--- config.mk ---
export PLATFORM = sky130hd
export DESIGN_NAME = code_entry_lock
export DESIGN_NICKNAME = d
export VERILOG_FILES = /design/src/rtl/code_entry_lock.sv
export SDC_FILE = /design/constraint.sdc
export NUM_CORES = 1
export LEC_CHECK = 0
export CAP_MARGIN = 15
export CORE_UTILIZATION = 67
export CTS_CLUSTER_DIAMETER = 150
export DETAILED_ROUTE_END_ITERATION = 12
export PLACE_DENSITY = 0.93
export SLEW_MARGIN = 40
export SYNTH_ARGS = -nofsm -noshare
export SYNTH_HDL_FRONTEND = slang
export SYNTH_SLANG_ARGS = --single-unit
--- constraint.sdc ---
create_clock -name clock -period 6.6 [get_ports clock]
set_input_delay 1.32 -clock clock [delete_from_list [all_inputs] [get_ports clock]]
set_output_delay 1.32 -clock clock [all_outputs]
set_load 0.005 [all_outputs]
--- src/rtl/code_entry_lock.sv ---
// -----------------------------------------------------------------------------
// code_entry_lock
//
// Front-end stage for the display sequencer. Four raw push-buttons are
// synchronised and debounced. Each debounced rising edge is a "press" carrying
// the 2-bit index of its button. Four presses form one code. If the code
// matches CODE, `start` rises and stays high until reset; the display sequencer
// then scrolls the unlock message. A wrong code gives a one-cycle `fail` pulse
// and a fresh entry. An entry that sits idle for TIMEOUT_CYCLES is dropped
// without a fail pulse.
//
// Optional feature (macro LOCKOUT_EN): the third consecutive wrong code enters
// a lockout of LOCKOUT_CYCLES, and every press is dropped during it. Without
// the macro, locked_out is tied low and retries are unlimited.
//
// Parameters:
//   DEBOUNCE_CYCLES  consecutive differing samples before a debounced level flips
//   TIMEOUT_CYCLES   idle cycles allowed between presses inside an entry
//   CODE             secret, four 2-bit indices, first press in bits [7:6]
//   LOCKOUT_CYCLES   lockout length (LOCKOUT_EN builds only)
//
// Ports:
//   clock       in   system clock
//   rst_n       in   asynchronous active-low reset, discards all state at once
//   btn[3:0]    in   raw asynchronous buttons, active-high, btn[i] = index i
//   start       out  high while unlocked (level)
//   fail        out  one-cycle pulse when a wrong code is evaluated
//   digit_cnt   out  presses accepted in the current entry, 0..4
//   locked_out  out  high during lockout (always 0 without LOCKOUT_EN)
// -----------------------------------------------------------------------------
module code_entry_lock #(
  parameter int unsigned DEBOUNCE_CYCLES = 1000000,
  parameter int unsigned TIMEOUT_CYCLES  = 500000000,
  parameter logic [7:0]  CODE            = 8'b00_01_10_11,
  parameter int unsigned LOCKOUT_CYCLES  = 1000000000
) (
  input  logic       clock,
  input  logic       rst_n,
  input  logic [3:0] btn,
  output logic       start,
  output logic       fail,
  output logic [2:0] digit_cnt,
  output logic       locked_out
);

  // Counter widths. Each counter runs from 0 to (N-1), so the width is
  // clog2(N), with a minimum of one bit.
  localparam int DB_W  = (DEBOUNCE_CYCLES > 1) ? $clog2(DEBOUNCE_CYCLES) : 1;
  localparam int TMO_W = (TIMEOUT_CYCLES  > 1) ? $clog2(TIMEOUT_CYCLES)  : 1;

  localparam logic [DB_W-1:0]  DB_LAST  = DB_W'(DEBOUNCE_CYCLES - 1);
  localparam logic [TMO_W-1:0] TMO_LAST = TMO_W'(TIMEOUT_CYCLES - 1);

  typedef enum logic [1:0] {
    IDLE     = 2'd0,
    ENTRY    = 2'd1,
    UNLOCKED = 2'd2
`ifdef LOCKOUT_EN
    ,
    LOCKOUT  = 2'd3
`endif
  } state_e;

  // ---------------------------------------------------------------------------
  // Input path: two-flop synchroniser, then a per-button debouncer.
  // ---------------------------------------------------------------------------
  logic [3:0]      sync1_q, sync_q;
  logic [3:0]      deb_q, deb_d;
  logic [DB_W-1:0] db_cnt_q [4];
  logic [DB_W-1:0] db_cnt_d [4];

  // The run counter counts consecutive samples that differ from the
  // debounced level. Any sample that agrees with the level clears it, so a
  // level flips only after an unbroken run of DEBOUNCE_CYCLES differing
  // samples.
  // NOTE: every signal written in an always_comb gets a default at the top of
  // the block, so no path through the block can leave it unassigned and infer
  // a latch.
  always_comb begin
    deb_d = deb_q;
    for (int i = 0; i < 4; i++) begin
      db_cnt_d[i] = '0;
      if (sync_q[i] != deb_q[i]) begin
        if (db_cnt_q[i] == DB_LAST) begin
          deb_d[i] = sync_q[i];
        end else begin
          db_cnt_d[i] = db_cnt_q[i] + DB_W'(1);
        end
      end
    end
  end

  // NOTE: clocked state is assigned with non-blocking (<=) only, so every
  // flop samples the values from before the edge, whatever the statement
  // order.
  // NOTE: the debounce counters form a small array. It is reset with a loop
  // because a stale count left over from before reset would shorten the
  // first debounce window after reset.
  always_ff @(posedge clock or negedge rst_n) begin
    if (!rst_n) begin
      sync1_q <= '0;
      sync_q  <= '0;
      deb_q   <= '0;
      for (int i = 0; i < 4; i++) begin
        db_cnt_q[i] <= '0;
      end
    end else begin
      sync1_q <= btn;
      sync_q  <= sync1_q;
      deb_q   <= deb_d;
      for (int i = 0; i < 4; i++) begin
        db_cnt_q[i] <= db_cnt_d[i];
      end
    end
  end

  // ---------------------------------------------------------------------------
  // Press events. A rising debounced edge is captured in the event register
  // on the same edge where the debounced level rises, and the FSM consumes it
  // one cycle later. Falling edges (releases) are ignored. If two or more
  // buttons rise together, the result is a single press whose index is
  // invalid, and the entry is forced to fail.
  // ---------------------------------------------------------------------------
  logic [3:0] rise;
  logic       rise_multi;
  logic [1:0] rise_idx;

  always_comb begin
    rise       = deb_d & ~deb_q;
    // Clearing the lowest set bit leaves something only when 2+ bits are set.
    rise_multi = (rise & (rise - 4'd1)) != 4'd0;
    rise_idx   = 2'd0;
    for (int i = 3; i >= 0; i--) begin
      if (rise[i]) begin
        rise_idx = 2'(i);
      end
    end
  end

  logic       evt_q;
  logic       evt_multi_q;
  logic [1:0] evt_idx_q;

  always_ff @(posedge clock or negedge rst_n) begin
    if (!rst_n) begin
      evt_q       <= 1'b0;
      evt_multi_q <= 1'b0;
      evt_idx_q   <= 2'd0;
    end else begin
      evt_q       <= |rise;
      evt_multi_q <= rise_multi;
      evt_idx_q   <= rise_idx;
    end
  end

  // ---------------------------------------------------------------------------
  // Entry FSM with registered outputs.
  // ---------------------------------------------------------------------------
  state_e           state_q;
  logic [2:0]       digit_cnt_q;
  logic             start_q;
  logic             fail_q;
  logic [7:0]       code_q;      // shift register of accepted indices
  logic             mismatch_q;  // sticky: some position differed or was invalid
  logic [TMO_W-1:0] tmo_q;       // idle cycles since the last accepted press

`ifdef LOCKOUT_EN
  localparam int LOCK_W = (LOCKOUT_CYCLES > 1) ? $clog2(LOCKOUT_CYCLES) : 1;
  localparam logic [LOCK_W-1:0] LOCK_LAST = LOCK_W'(LOCKOUT_CYCLES - 1);

  logic [1:0]        fail_cnt_q;  // consecutive wrong codes
  logic [LOCK_W-1:0] lock_tmr_q;
  logic              locked_out_q;
`endif

  // Expected index for the press about to be accepted. digit_cnt_q is the
  // 0-based position of that press (0 in IDLE, 1..3 inside ENTRY).
  logic [1:0] exp_digit;

  always_comb begin
    exp_digit = CODE[7:6];
    case (digit_cnt_q[1:0])
      2'd1:    exp_digit = CODE[5:4];
      2'd2:    exp_digit = CODE[3:2];
      2'd3:    exp_digit = CODE[1:0];
      default: exp_digit = CODE[7:6];
    endcase
  end

  always_ff @(posedge clock or negedge rst_n) begin
    if (!rst_n) begin
      state_q      <= IDLE;
      digit_cnt_q  <= 3'd0;
      start_q      <= 1'b0;
      fail_q       <= 1'b0;
      code_q       <= 8'd0;
      mismatch_q   <= 1'b0;
      tmo_q        <= '0;
`ifdef LOCKOUT_EN
      fail_cnt_q   <= 2'd0;
      lock_tmr_q   <= '0;
      locked_out_q <= 1'b0;
`endif
    end else begin
      fail_q <= 1'b0;

      case (state_q)
        IDLE: begin
          if (evt_q) begin
            state_q     <= ENTRY;
            digit_cnt_q <= 3'd1;
            code_q      <= {6'd0, evt_idx_q};
            mismatch_q  <= evt_multi_q || (evt_idx_q != exp_digit);
            tmo_q       <= '0;
          end
        end

        ENTRY: begin
          if (digit_cnt_q == 3'd4) begin
            // Evaluation cycle; presses are not accepted here, so digit_cnt
            // saturates at 4. The mismatch flag covers invalid (simultaneous)
            // presses, which the stored 2-bit index cannot represent.
            if (!mismatch_q && (code_q == CODE)) begin
              state_q <= UNLOCKED;
              start_q <= 1'b1;
`ifdef LOCKOUT_EN
              fail_cnt_q <= 2'd0;
`endif
            end else begin
              fail_q      <= 1'b1;
              digit_cnt_q <= 3'd0;
              state_q     <= IDLE;
`ifdef LOCKOUT_EN
              fail_cnt_q  <= fail_cnt_q + 2'd1;
              if (fail_cnt_q == 2'd2) begin
                state_q      <= LOCKOUT;
                locked_out_q <= 1'b1;
                lock_tmr_q   <= '0;
              end
`endif
            end
          end else if (evt_q) begin
            // A press wins over a timeout that expires in the same cycle.
            digit_cnt_q <= digit_cnt_q + 3'd1;
            code_q      <= {code_q[5:0], evt_idx_q};
            mismatch_q  <= mismatch_q || evt_multi_q || (evt_idx_q != exp_digit);
            tmo_q       <= '0;
          end else if (tmo_q == TMO_LAST) begin
            // Abandoned entry: silent return to IDLE, not an attempt.
            state_q     <= IDLE;
            digit_cnt_q <= 3'd0;
          end else begin
            tmo_q <= tmo_q + TMO_W'(1);
          end
        end

        UNLOCKED: begin
          // Terminal until reset; start and digit_cnt hold.
        end

`ifdef LOCKOUT_EN
        LOCKOUT: begin
          if (lock_tmr_q == LOCK_LAST) begin
            state_q      <= IDLE;
            locked_out_q <= 1'b0;
            fail_cnt_q   <= 2'd0;
          end else begin
            lock_tmr_q <= lock_tmr_q + LOCK_W'(1);
          end
        end
`endif

        default: begin
          state_q <= IDLE;
        end
      endcase
    end
  end

  assign start     = start_q;
  assign fail      = fail_q;
  assign digit_cnt = digit_cnt_q;

`ifdef LOCKOUT_EN
  assign locked_out = locked_out_q;
`else
  assign locked_out = 1'b0;
`endif

endmodule
# After elaboration in Yosys (flattened, before gate mapping)
# Index checks and enable logic that the tools add are counted.
# totals
rom_bits,0
latch_bits,0
n_memories,0
inputBits,6
mem_bits_rw,0
regBits,141
output_inout_bits,6
# op_classes
bitwise,4
multipliers,0
eq_ne,25
n_lt_le_gt_ge,0
muxes,49
n_reduce_logical,14
add_sub_neg,7
n_div,0
shifts,0
# op_table
cell,count
2-to-1 mux 20 bit,8
2-to-1 mux 29 bit,4
adder 20 x 1 -> 20 bit (second input constant),4
== test 20 bit (second input constant),4
one-hot mux 29 bit (2 select lines),1
adder 29 x 1 -> 29 bit (second input constant),1
== test 29 bit (second input constant),1
2-to-1 mux 8 bit,3
2-to-1 mux 2 bit,9
one-hot mux 8 bit (2 select lines),1
AND reduction 4 bit,4
2-to-1 mux 3 bit,5
2-to-1 mux 1 bit,14
inequality test 3 bit (second input constant),4
one-hot mux 2 bit (3 select lines),2
AND 4 bit,2
== test 8 x 5 -> 1 bit (second input constant),1
== test 2 bit (second input constant),3
inequality test 2 bit (second input constant),3
one-hot mux 3 bit (2 select lines),1
== test 2 x 1 -> 1 bit (second input constant),2
inequality test 1 bit,4
inequality test 4 bit (second input constant),1
NOT 4 bit,1
14 further kinds,16

# Logic depth before layout (Yosys ltp)
# depth
word_depth,8
mapped_depth,9
mapped_depth_nobuf,8

# Least setup slack after synthesis
# OpenSTA, ideal clock, no wires.
# synth_timing
path_kind,reg2reg
start,reg digit_cnt_q[0] (netlist: digit_cnt[0])
end,reg tmo_q[25]
n_path_buf,1
arrival_ns,2.055
synth_period_minus_slack_ns,2.129
stages_incl_launch_ff,9
path_slack_ns,4.471
setup_ns,0.074
path_cell_list,dfrtp_1 > inv_1 > ha_1 > a31oi_4 > nand2_1 > or3_1 > buf_2 > or3_1 > o21ai_2
# synth_via
elab_chain_len,3
# synth_lines
element,line_no,rtl
"start, declared",160,logic [2:0] digit_cnt_q;
"start signal, assigned",244,digit_cnt_q <= digit_cnt_q + 3'd1;
== test 3 bit,219,if (digit_cnt_q == 3'd4) begin
inequality test 2 bit (no line),--,
AND reduction 4 bit (no line),--,
"end signal, assigned",253,tmo_q <= tmo_q + TMO_W'(1);
"end, declared",165,logic [TMO_W-1:0] tmo_q;
# No other way between the ends.
# A chain may end at the register's enable or synchronous reset.

# Worst setup path after layout
# layout_timing
start,reg digit_cnt_q[2] (netlist: digit_cnt[2])
end,out digit_cnt[2]
# layout_rtl
element,line_no,rtl
"end, declared",42,"output logic [2:0] digit_cnt,"
# No word-level cell between the ends.

==> flow_summary.json <==
{
  "skew_ns": 0.00882,
  "drt_iter0_drc": 396,
  "ys.flop_type": "dfrtp_1",
  "io_pins": 12,
  "async_flop_share_pct": 100,
  "synth.net_count": 731,
  "ys_ff_latch": 141,
  "fp.dieH_um": 104,
  "clockBufferDepth": 2,
  "grt_pass1_vias": 5379,
  "power.density_nw_per_um2": 239,
  "worstPathCellList": "clkdlybuf4s50_1",
  "path_max_fanout": 7,
  "critPathArrivalTime_ns": 1.57,
  "io_buffers": 10,
  "grt_pass1_wl_um": 25400,
  "die-area_um2": 10800,
  "cts_resized": 0,
  "p_leak_uw": 0.00336,
  "path_clk_slew_ns": 0.06,
  "p_sw_share_pct": 21.3,
  "r2r_start": "digit_cnt[0]",
  "crit_path_start": "digit_cnt[2]",
  "clock-sinks": 141,
  "initial_core_util_pct": 70.0,
  "p_comb_share_pct": 2.3,
  "syn_area_um2": 6940,
  "gp_congestion": 0.880,
  "end_kind": "output pin",
  "power_uw": 1850,
  "slowest_stage": "clkdlybuf4s50_1",
  "ir_drop_mv": 0.295,
  "status": "finished clean",
  "intPower_uw": 1450,
  "start_kind": "flop",
  "avgSynthCellArea_um2": 9.71,
  "clock_tree.root_cell": "clkbuf_8",
  "track_usage_pct": 29.8,
  "grt-ovfl-total": 0,
  "drtPass1Iterations": 5,
  "cts_made_buffers": 17,
  "wire_per_inst_um": 17.2,
  "cp.required_ns": 5.28,
  "h-tree-depth": 4,
  "final_antenna_net_count": 0,
  "hp-start": "sync1_q[0]",
  "finalSetupTns_ns": 0,
  "rsz0062_at_grt": "no",
  "min_path_cells": 0,
  "synth_top_area_share_pct": 50.8,
  "max_freq_mhz": 346,
  "cts_tree": "done",
  "layout-drive-gt1-share_pct": 7.59,
  "finalNetCount": 744,
  "max_slew_margin_pct": 50.8,
  "ctsHoldBuffers": 0,
  "coreArea_um2": 9910,
  "area_delta_synth_final_pct": 11.4,
  "num_rows": 36,
  "fin_crit_ns": 2.89,
  "vias": 5498,
  "setup_viol": 0,
  "die_w_um": 104,
  "cpLargestDelayFamily": "buffers and inverters",
  "antenna_cells": 0,
  "power_switching_uw": 393,
  "clk_latency_ns": 0.54,
  "post_cts_buffers": 0,
  "worst-path-buf-inv": 1,
  "antenna_found_initial": 0,
  "drc": 0,
  "min_period_over_period_pct": 43.8,
  "drv_cap": 0,
  "holdPathEnd": "sync_q[0]",
  "worst_hold_path_type": "reg -> reg",
  "max_stage_delay_ns": 0.55,
  "ys.warnings.count": 0,
  "clock_power_share_pct": 50.0,
  "synth_cells": 715,
  "final_max_slew_viol_count": 0,
  "r2r_end": "tmo_q[27]",
  "finalHoldViolCount": 0,
  "rr_worst_depth": 7,
  "worstMarginPinSlew_ns": 0.732,
  "netlist_top_cells_area": "dfrtp_1, xor2_1, nor2_1",
  "p_seq_share_pct": 47.7,
  "rrSetupSlack_ns": 4.19,
  "totalWireLength_um": 14900,
  "ys_seq_area_share_pct": 50.8,
  "yosys.cell_types.count": 56,
  "grt_max_degree": 70,
  "synth_edf_count": 0,
  "post_drt_via_cell_ratio": 6.31,
  "dp_hpwl_um": 9320,
  "yosys.area.top_type": "dfrtp_1",
  "path_class": "reg -> out"
}
==> cell usage after synthesis (2+ instances only) <==
cell and count:
or3_4 2, o31ai_1 2, o21ai_0 9, o311a_1 2
nor4_1 10, dfrtp_1 141, mux2_2 4, nor3_1 19
inv_1 13, a31oi_1 3, nor3_2 2, and4_1 11
nor4b_1 6, a211oi_1 2, nand4_1 25, buf_2 7
o22a_1 2, nor3b_1 3, nand3b_1 3, a21oi_1 9
mux2i_1 4, nand2_1 80, nor2_1 118, and2_1 5
xor2_1 57, nor2b_1 4, xnor2_1 32, or2_2 4
a22o_1 2, ha_1 10, and3_1 16, nand3_1 61
clkbuf_1 7, nand2b_1 5, a32o_1 3, or3_1 12
==> flip-flops by register name (all words and copies together), names as in the netlist, 3 cells and up <==
register   count
sync_q         4
tmo_q         29
code_q         8
deb_q          4
digit_cnt      3
db_cnt_q      80
sync1_q        4
==> through the flow <==
step           util, %  instance area [um^2]  setup slack (ns)  hold slack (ns)  std cells
6_report          78.0                  7730              3.71            0.350        871
4_1_cts           77.9                  7720              3.69            0.350        871
5_1_grt           78.0                  7730              3.64            0.357        871
2_1_floorplan        -                  6940              4.47            0.331        715
3_5_place_dp      72.2                  7160              4.13            0.337        842
3_3_place_gp      71.9                  7130              3.92            0.336        841
==> worst max-delay path by stage <==
stage          cells after the start  slack [ns]      endpoint
4_1_cts                            1        3.69  digit_cnt[2]
3_3_place_gp                       2        3.92  db_cnt_q[16]
6_report                           1        3.71  digit_cnt[2]
5_1_grt                            1        3.64  digit_cnt[2]
3_5_place_dp                       3        4.13  db_cnt_q[17]
2_1_floorplan                      8        4.47     tmo_q[25]
==> cell type report <==
| type | instances | area (um^2) |
|---|---|---|
| timing repair buffer | 12 | 136 |
| clock inverter | 11 | 146 |
| sequential | 141 | 3530 |
| clock buffer | 18 | 418 |
| inverter | 13 | 48.8 |
| tap | 133 | 166 |
| fill | 582 | 2180 |
| multi-input combinational | 543 | 3290 |
==> logic make-up after synthesis <==
| group | after synthesis | share of synthesized area (%) |
|---|---|---|
| adders and majority gates | 10 | 1.80 |
| and+or+nand+nor | 395 | 28.6 |
| AOI/OAI and AO/OA | 40 | 4.27 |
| other | 1 | 0.0540 |
| buffers and inverters | 31 | 1.98 |
| DFF | 141 | 50.8 |
| muxes | 8 | 1.23 |
| xor gates and xnor gates | 89 | 11.2 |
==> routing by layer <==
layer  part of all wire [%]  global-route usage (%)  wire length [um]
met1                     40                    37.5              6010
met2                     51                    48.8              7620
met3                    5.9                    6.61               889
met4                    2.9                    14.8               433
met5                      0                       0                 0
==> placed cells by master, fill, tap and decap left out, types with 12 or more instances in the layout <==
| cell type | instances |
|---|---|
| and3_1 | 16 |
| clkbuf_16 | 16 |
| dfrtp_1 | 141 |
| inv_1 | 13 |
| nand2_1 | 80 |
| nand3_1 | 61 |
| nand4_1 | 25 |
| nor2_1 | 118 |
| nor3_1 | 19 |
| or3_1 | 12 |
| xnor2_1 | 32 |
| xor2_1 | 57 |
==> power by group through the flow <==
stage | Sequential (uW) | Clock, uW | Combinational, uW
6_report | 881 | 924 | 42.4
2_1_floorplan | 894 | 0 | 17.7
5_1_grt | 882 | 969 | 49.9
3_3_place_gp | 895 | 0 | 38.4
3_5_place_dp | 896 | 0 | 41.9
4_1_cts | 881 | 934 | 43.3
(Power assumes the default switching activity.)
